`config.mk`:
```
export PLATFORM = sky130hd
export DESIGN_NAME = uart_tx_buffer
export DESIGN_NICKNAME = d
export VERILOG_FILES = /design/src/rtl/uart_pkg.sv /design/src/rtl/uart_byte_fifo.sv /design/src/rtl/uart_tx_buffer.sv
export SDC_FILE = /design/constraint.sdc
export NUM_CORES = 1
export LEC_CHECK = 0
export BUFFER_PORTS_ARGS = -buffer_cell sky130_fd_sc_hd__buf_2
export CAP_MARGIN = 20
export CELL_PAD_IN_SITES_DETAIL_PLACEMENT = 1
export CELL_PAD_IN_SITES_GLOBAL_PLACEMENT = 1
export CORE_MARGIN = 8
export CORE_UTILIZATION = 47
export CTS_BUF_LIST = sky130_fd_sc_hd__clkbuf_4 sky130_fd_sc_hd__clkbuf_8 sky130_fd_sc_hd__clkbuf_16
export CTS_CLUSTER_DIAMETER = 150
export DETAILED_ROUTE_END_ITERATION = 10
export GPL_ROUTABILITY_DRIVEN = 0
export PLACE_DENSITY = 0.83
export SLEW_MARGIN = 20
export SYNTH_ARGS = -nofsm -noshare
export SYNTH_HDL_FRONTEND = slang
export SYNTH_SLANG_ARGS = --single-unit
```
`constraint.sdc`:
```
create_clock -name clk -period 2.3 [get_ports clk]
set_clock_uncertainty 0.15 [all_clocks]
set_input_delay 0.46 -clock clk [delete_from_list [all_inputs] [get_ports clk]]
set_output_delay 0.46 -clock clk [all_outputs]
set_load 0.02 [all_outputs]
```
`src/rtl/uart_pkg.sv`:
```
// -----------------------------------------------------------------------------
// uart_pkg
// Shared definitions for the UART transmit buffer slice:
//   BYTE_W     - width of one UART character
//   tx_state_e - states of the drain FSM that feeds uart_tx
// -----------------------------------------------------------------------------
package uart_pkg;

    localparam int BYTE_W = 8;

    typedef enum logic [1:0] {
        IDLE,
        LAUNCH,
        WAIT_BUSY,
        WAIT_RDY
    } tx_state_e;

endpackage

```
`src/rtl/uart_byte_fifo.sv`:
```
// -----------------------------------------------------------------------------
// uart_byte_fifo
// Byte FIFO with registered fill status and push/pop arbitration.
//
// Build option: UART_BUF_DROP_OLDEST_EN
//   defined   - push while full (no pop) evicts the oldest entry, keeps the new
//   undefined - push while full (no pop) discards the new byte
//
// Ports:
//   clk    in   clock
//   rst    in   asynchronous reset, active-low (flushes pointers and count)
//   push   in   store wdata this cycle
//   wdata  in   byte to store
//   pop    in   remove the head entry this cycle (ignored when empty)
//   head   out  byte that is at the head after this cycle's eviction, if any
//   count  out  registered number of stored bytes
//   full   out  registered count == DEPTH
//   empty  out  registered count == 0
//   drop   out  a byte is lost this cycle (push while full without pop)
// -----------------------------------------------------------------------------
module uart_byte_fifo
    import uart_pkg::*;
#(
    parameter int DEPTH = 16
) (
    input  logic                    clk,
    input  logic                    rst,
    input  logic                    push,
    input  logic [BYTE_W-1:0]       wdata,
    input  logic                    pop,
    output logic [BYTE_W-1:0]       head,
    output logic [$clog2(DEPTH):0]  count,
    output logic                    full,
    output logic                    empty,
    output logic                    drop
);

    localparam int PTR_W = $clog2(DEPTH);
    localparam logic [PTR_W:0] FULL_CNT = (PTR_W+1)'(DEPTH);

    logic [BYTE_W-1:0] mem [DEPTH];
    logic [PTR_W-1:0]  wr_ptr;
    logic [PTR_W-1:0]  rd_ptr;
    logic [PTR_W-1:0]  rd_ptr_inc;
    logic [PTR_W:0]    count_nxt;
    logic              do_pop;
    logic              do_write;
    logic              evict;

    always_comb begin
        do_pop     = pop && !empty;
        drop       = push && full && !do_pop;
        rd_ptr_inc = rd_ptr + PTR_W'(1);
`ifdef UART_BUF_DROP_OLDEST_EN
        // When full, wr_ptr == rd_ptr: the new byte lands on the oldest slot
        // and the read pointer steps past it.
        evict    = drop;
        do_write = push;
`else
        evict    = 1'b0;
        do_write = push && (!full || do_pop);
`endif
        // The drain FSM captures the head on the same edge an eviction may
        // happen, so present the head that survives that edge.
        head = evict ? mem[rd_ptr_inc] : mem[rd_ptr];

        count_nxt = count;
        if (do_write && !do_pop && !evict) begin
            count_nxt = count + 1'b1;
        end else if (do_pop && !do_write) begin
            count_nxt = count - 1'b1;
        end
    end

    always_ff @(posedge clk) begin
        if (do_write) begin
            mem[wr_ptr] <= wdata;
        end
    end

    always_ff @(posedge clk or negedge rst) begin
        if (!rst) begin
            wr_ptr <= '0;
            rd_ptr <= '0;
            count  <= '0;
            full   <= 1'b0;
            empty  <= 1'b1;
        end else begin
            if (do_write) begin
                wr_ptr <= wr_ptr + PTR_W'(1);
            end
            if (do_pop || evict) begin
                rd_ptr <= rd_ptr_inc;
            end
            count <= count_nxt;
            full  <= (count_nxt == FULL_CNT);
            empty <= (count_nxt == '0);
        end
    end

endmodule

```
`src/rtl/uart_tx_buffer.sv`:
```
// -----------------------------------------------------------------------------
// uart_tx_buffer
// Queues bytes from uart_rx (single-cycle valid) and drains them into uart_tx
// at the transmitter's pace, reporting fill level and a sticky overflow flag.
//
// Build option: UART_BUF_DROP_OLDEST_EN (see uart_byte_fifo) selects whether a
// push into a full buffer discards the oldest or the newest byte.
//
// Ports:
//   clk           in   clock
//   rst           in   asynchronous reset, active-low
//   in_valid      in   one-cycle strobe, byte on in_data
//   in_data       in   received byte
//   tx_rdy        in   uart_tx idle/ready
//   tx_en         out  one-cycle launch strobe to uart_tx (registered)
//   tx_data       out  byte for uart_tx, valid while tx_en is high (registered)
//   count         out  number of stored bytes
//   full          out  count == DEPTH
//   empty         out  count == 0
//   overflow      out  sticky: a byte was discarded
//   clr_overflow  in   synchronous clear of overflow (a new set wins)
// -----------------------------------------------------------------------------
module uart_tx_buffer
    import uart_pkg::*;
#(
    parameter int DEPTH        = 16,
    parameter int BUSY_TIMEOUT = 7
) (
    input  logic                    clk,
    input  logic                    rst,
    input  logic                    in_valid,
    input  logic [BYTE_W-1:0]       in_data,
    input  logic                    tx_rdy,
    output logic                    tx_en,
    output logic [BYTE_W-1:0]       tx_data,
    output logic [$clog2(DEPTH):0]  count,
    output logic                    full,
    output logic                    empty,
    output logic                    overflow,
    input  logic                    clr_overflow
);

    localparam int TO_W = (BUSY_TIMEOUT > 1) ? $clog2(BUSY_TIMEOUT) : 1;
    localparam logic [TO_W-1:0] TO_LAST = TO_W'(BUSY_TIMEOUT - 1);

    tx_state_e         state;
    tx_state_e         state_nxt;
    logic [TO_W-1:0]   to_cnt;
    logic [TO_W-1:0]   to_cnt_nxt;
    logic [BYTE_W-1:0] head;
    logic              drop;
    logic              pop;

    uart_byte_fifo #(
        .DEPTH (DEPTH)
    ) u_fifo (
        .clk   (clk),
        .rst   (rst),
        .push  (in_valid),
        .wdata (in_data),
        .pop   (pop),
        .head  (head),
        .count (count),
        .full  (full),
        .empty (empty),
        .drop  (drop)
    );

    // The head leaves the FIFO during the LAUNCH cycle; tx_data already holds it.
    assign pop = (state == LAUNCH);

    always_comb begin
        state_nxt  = state;
        to_cnt_nxt = to_cnt;
        case (state)
            IDLE: begin
                if (!empty && tx_rdy) begin
                    state_nxt = LAUNCH;
                end
            end
            LAUNCH: begin
                state_nxt  = WAIT_BUSY;
                to_cnt_nxt = '0;
            end
            WAIT_BUSY: begin
                // A transmitter that never drops rdy is assumed to have
                // taken the byte once the timeout expires.
                if (!tx_rdy) begin
                    state_nxt = WAIT_RDY;
                end else if (to_cnt == TO_LAST) begin
                    state_nxt = IDLE;
                end else begin
                    to_cnt_nxt = to_cnt + 1'b1;
                end
            end
            WAIT_RDY: begin
                if (tx_rdy) begin
                    state_nxt = IDLE;
                end
            end
            default: begin
                state_nxt = IDLE;
            end
        endcase
    end

    always_ff @(posedge clk or negedge rst) begin
        if (!rst) begin
            state    <= IDLE;
            to_cnt   <= '0;
            tx_en    <= 1'b0;
            tx_data  <= '0;
            overflow <= 1'b0;
        end else begin
            state  <= state_nxt;
            to_cnt <= to_cnt_nxt;
            tx_en  <= (state_nxt == LAUNCH);
            if (state_nxt == LAUNCH) begin
                tx_data <= head;
            end
            if (drop) begin
                overflow <= 1'b1;
            end else if (clr_overflow) begin
                overflow <= 1'b0;
            end
        end
    end

endmodule

```
==> metrics <==
fin crit share=0.980; Setup Total Neg Slack=0 ns; dominant cells by area after synthesis=edfxtp_1, dfrtp_1, mux4_2; Max Cap Viol=0; warnings from Yosys=0; Worst Setup Path Type=flip-flop to flip-flop; Die Ht=135 um; total number of vias=3823; crit path time final=2.25 ns; Crit path required time=2.27 ns; Final ANT Viol Nets=0; met2 wire length=8.80 mm; asr flop ratio synth=0.190; Nets=472; Multi-input gate area=1830 um2; leakage power=2.82 nW; Syn Area/Cell=17.0 um2; RR Startpoint=state[1]$_DFF_PN0_; final non-filler cell total=643; max-slew violation count=0; Sequential Area=4600 um2; synthesized cell area=6620 um2; Setup crit start=state[1]$_DFF_PN0_; Detailed Routing Iterations Pass 1=5; CP Max Fanout=8; hold slack=0.0942 ns; Remaining Overflow, GRT=0; Skew-Pair Late Insertion Delay=0.43 ns; Metal-1 WL=6.79 mm; initial core utilization=0.479; wire length on met3=761 um; dominant cell type by area after synthesis=edfxtp_1; PortBufs=29; Final HPWL DP=11.2 mm; final hold violations=0; flop and latch count out of synthesis=158; WP data arrival=2.23 ns; first-pass GRT wire length=25.8 mm; most frequent cells in the layout=edfxtp_1, buf_4, buf_2; Tot GR Track Use=0.193; number of remaining DRC errors=0; die area=18100 um2; Net Count, Synth=411; Inserted Clock Buffers=17; CTS root buf=clkbuf_16; Antenna Cells=0; clock network power share=0.271; Finished Core Util=0.556; Area Growth Syn to Fin=16.2%; Worst slew margin=0.517; Hold WC Path Type=input port to flip-flop; vias per cell=5.95; synth unique cells=52; status=complete, no violations; Startpoint Class=flip-flop; CP Capture Point=u_fifo.mem[3][3]$_DFFE_PP_; clock transition at the registers of the reported paths=0.06 ns; EDFF count, synth=128; post-synth top area share=0.581; r2r setup slk=0.05 ns; Iteration-0 DRC Markers=308; final wirelength=16.8 mm; vias in the first global route=4153; PwrDens=1260 nW/um2; Sw Pwr=0.00333 W; sw frac=0.345; Seq/Total Area, Yosys=0.695; CTS Sinks=158; WL per Instance=26.1 um; HP Start=clr_overflow; Fillers=1260; Max IR drop VDD=0.631 mV; final setup margin=0.0451 ns; DIE WIDTH=135 um; # setup viols final=0; Fmax=443 MHz; primary flip-flop cell chosen by synthesis mapping=edfxtp_1; CP endpoint kind=flip-flop; worst r2r dst=u_fifo.mem[3][3]$_DFFE_PP_; I/O pin cnt=30; power share of the sequential group=0.411; core area=13800 um2; largest net degree at the start of global routing=31; clock buffer depth=2; Site Rows=43; internal power=0.00634 W; placed insts=609; Syn Inst Count=389; dpl ws=0.0323 ns; CTS tree=yes; Comb power frac=0.318; commonest non-fill, non-tap cell in the layout=edfxtp_1; Top Layer Used=met4; RSZ-0062 raised after global routing=no; initial antenna violation count=0; actual slew at the worst max-slew pin=0.725 ns; layout cells sized above 1=0.289; H-tree levels=4; FF-to-FF path depth=5
## power groups by stage
stage | Sequential [W] | Clock [W] | Combinational, W
final | 0.00397 | 0.00262 | 0.00307
after CTS | 0.00397 | 0.00266 | 0.00308
after detailed placement | 0.00402 | 0 | 0.00301
after floorplan | 0.00396 | 0 | 0.00203
after global routing | 0.00402 | 0.00276 | 0.00327
after global placement | 0.00395 | 0 | 0.00284
## Yosys cell counts, types with 8 or more instances
cell	instances
nor2_1	19
a22oi_1	14
nor3_1	11
mux2i_1	23
mux4_1	8
edfxtp_1	128
ha_1	9
nand2_1	18
mux4_2	13
dfrtp_1	29
inv_1	9
## area by class of cell
cell class,count,share of cell area
sequential,158,0.598
multi-input combinational,200,0.238
timing repair buffer,64,0.0583
clock buffer,19,0.0581
tap,180,0.0293
clock inverter,13,0.0138
inverter,9,0.00439
## critical path, stage by stage, from the launching register on
cell      delay [ns]
dfrtp_1         0.41
or3b_1          0.45
a21boi_4        0.33
nand2_2         0.17
nor3_2          0.22
buf_4           0.23
## cell families after synthesis
family / synth area share
AO/OA/AOI/OAI: 0.0537
XOR/XNOR: 0.0106
adder cells (fa/ha/maj): 0.0170
buffers and inverters: 0.0310
flip-flops: 0.695
multiplexers: 0.123
AND/OR/NAND/NOR: 0.0703
## stage by stage
step                      power, W  cell area, um2
final                      0.00967            7690
after CTS                  0.00971            7670
after floorplan            0.00599            6630
after global routing        0.0100            7690
after detailed placement   0.00703            7110
after global placement     0.00679            7110
## how the worst min path moves through the flow
stage                             end  depth (start not counted)
2_1_floorplan    overflow$_DFFE_PN0P_                          0
3_3_place_gp   tx_data[3]$_DFFE_PN0N_                          2
3_5_place_dp   tx_data[4]$_DFFE_PN0N_                          2
4_1_cts          overflow$_DFFE_PN0P_                          2
5_1_grt          overflow$_DFFE_PN0P_                          2
6_report         overflow$_DFFE_PN0P_                          2
## state kept, by name, indices dropped and copies added, names as in the netlist
| name | flops |
|---|---|
| overflow | 1 |
| state | 2 |
| to_cnt | 3 |
| tx_data | 8 |
| tx_en | 1 |
| u_fifo.count | 5 |
| u_fifo.empty | 1 |
| u_fifo.full | 1 |
| u_fifo.mem | 128 |
| u_fifo.rd_ptr | 4 |
| u_fifo.wr_ptr | 4 |
## per-layer routing
metal,global-route usage,up-vias
li1,-,1641
met1,0.232,2008
met2,0.331,143
met3,0.0420,31
met4,0.0792,0
met5,0,-
## what timing repair did
item	4_1_cts	5_1_grt
hold buffers	1	0
setup buffers	0	1
resized for setup	0	1
setup endpoints to repair	0	26
hold endpoints to repair	29	0
Note: power is estimated with default switching activity, not from simulation.
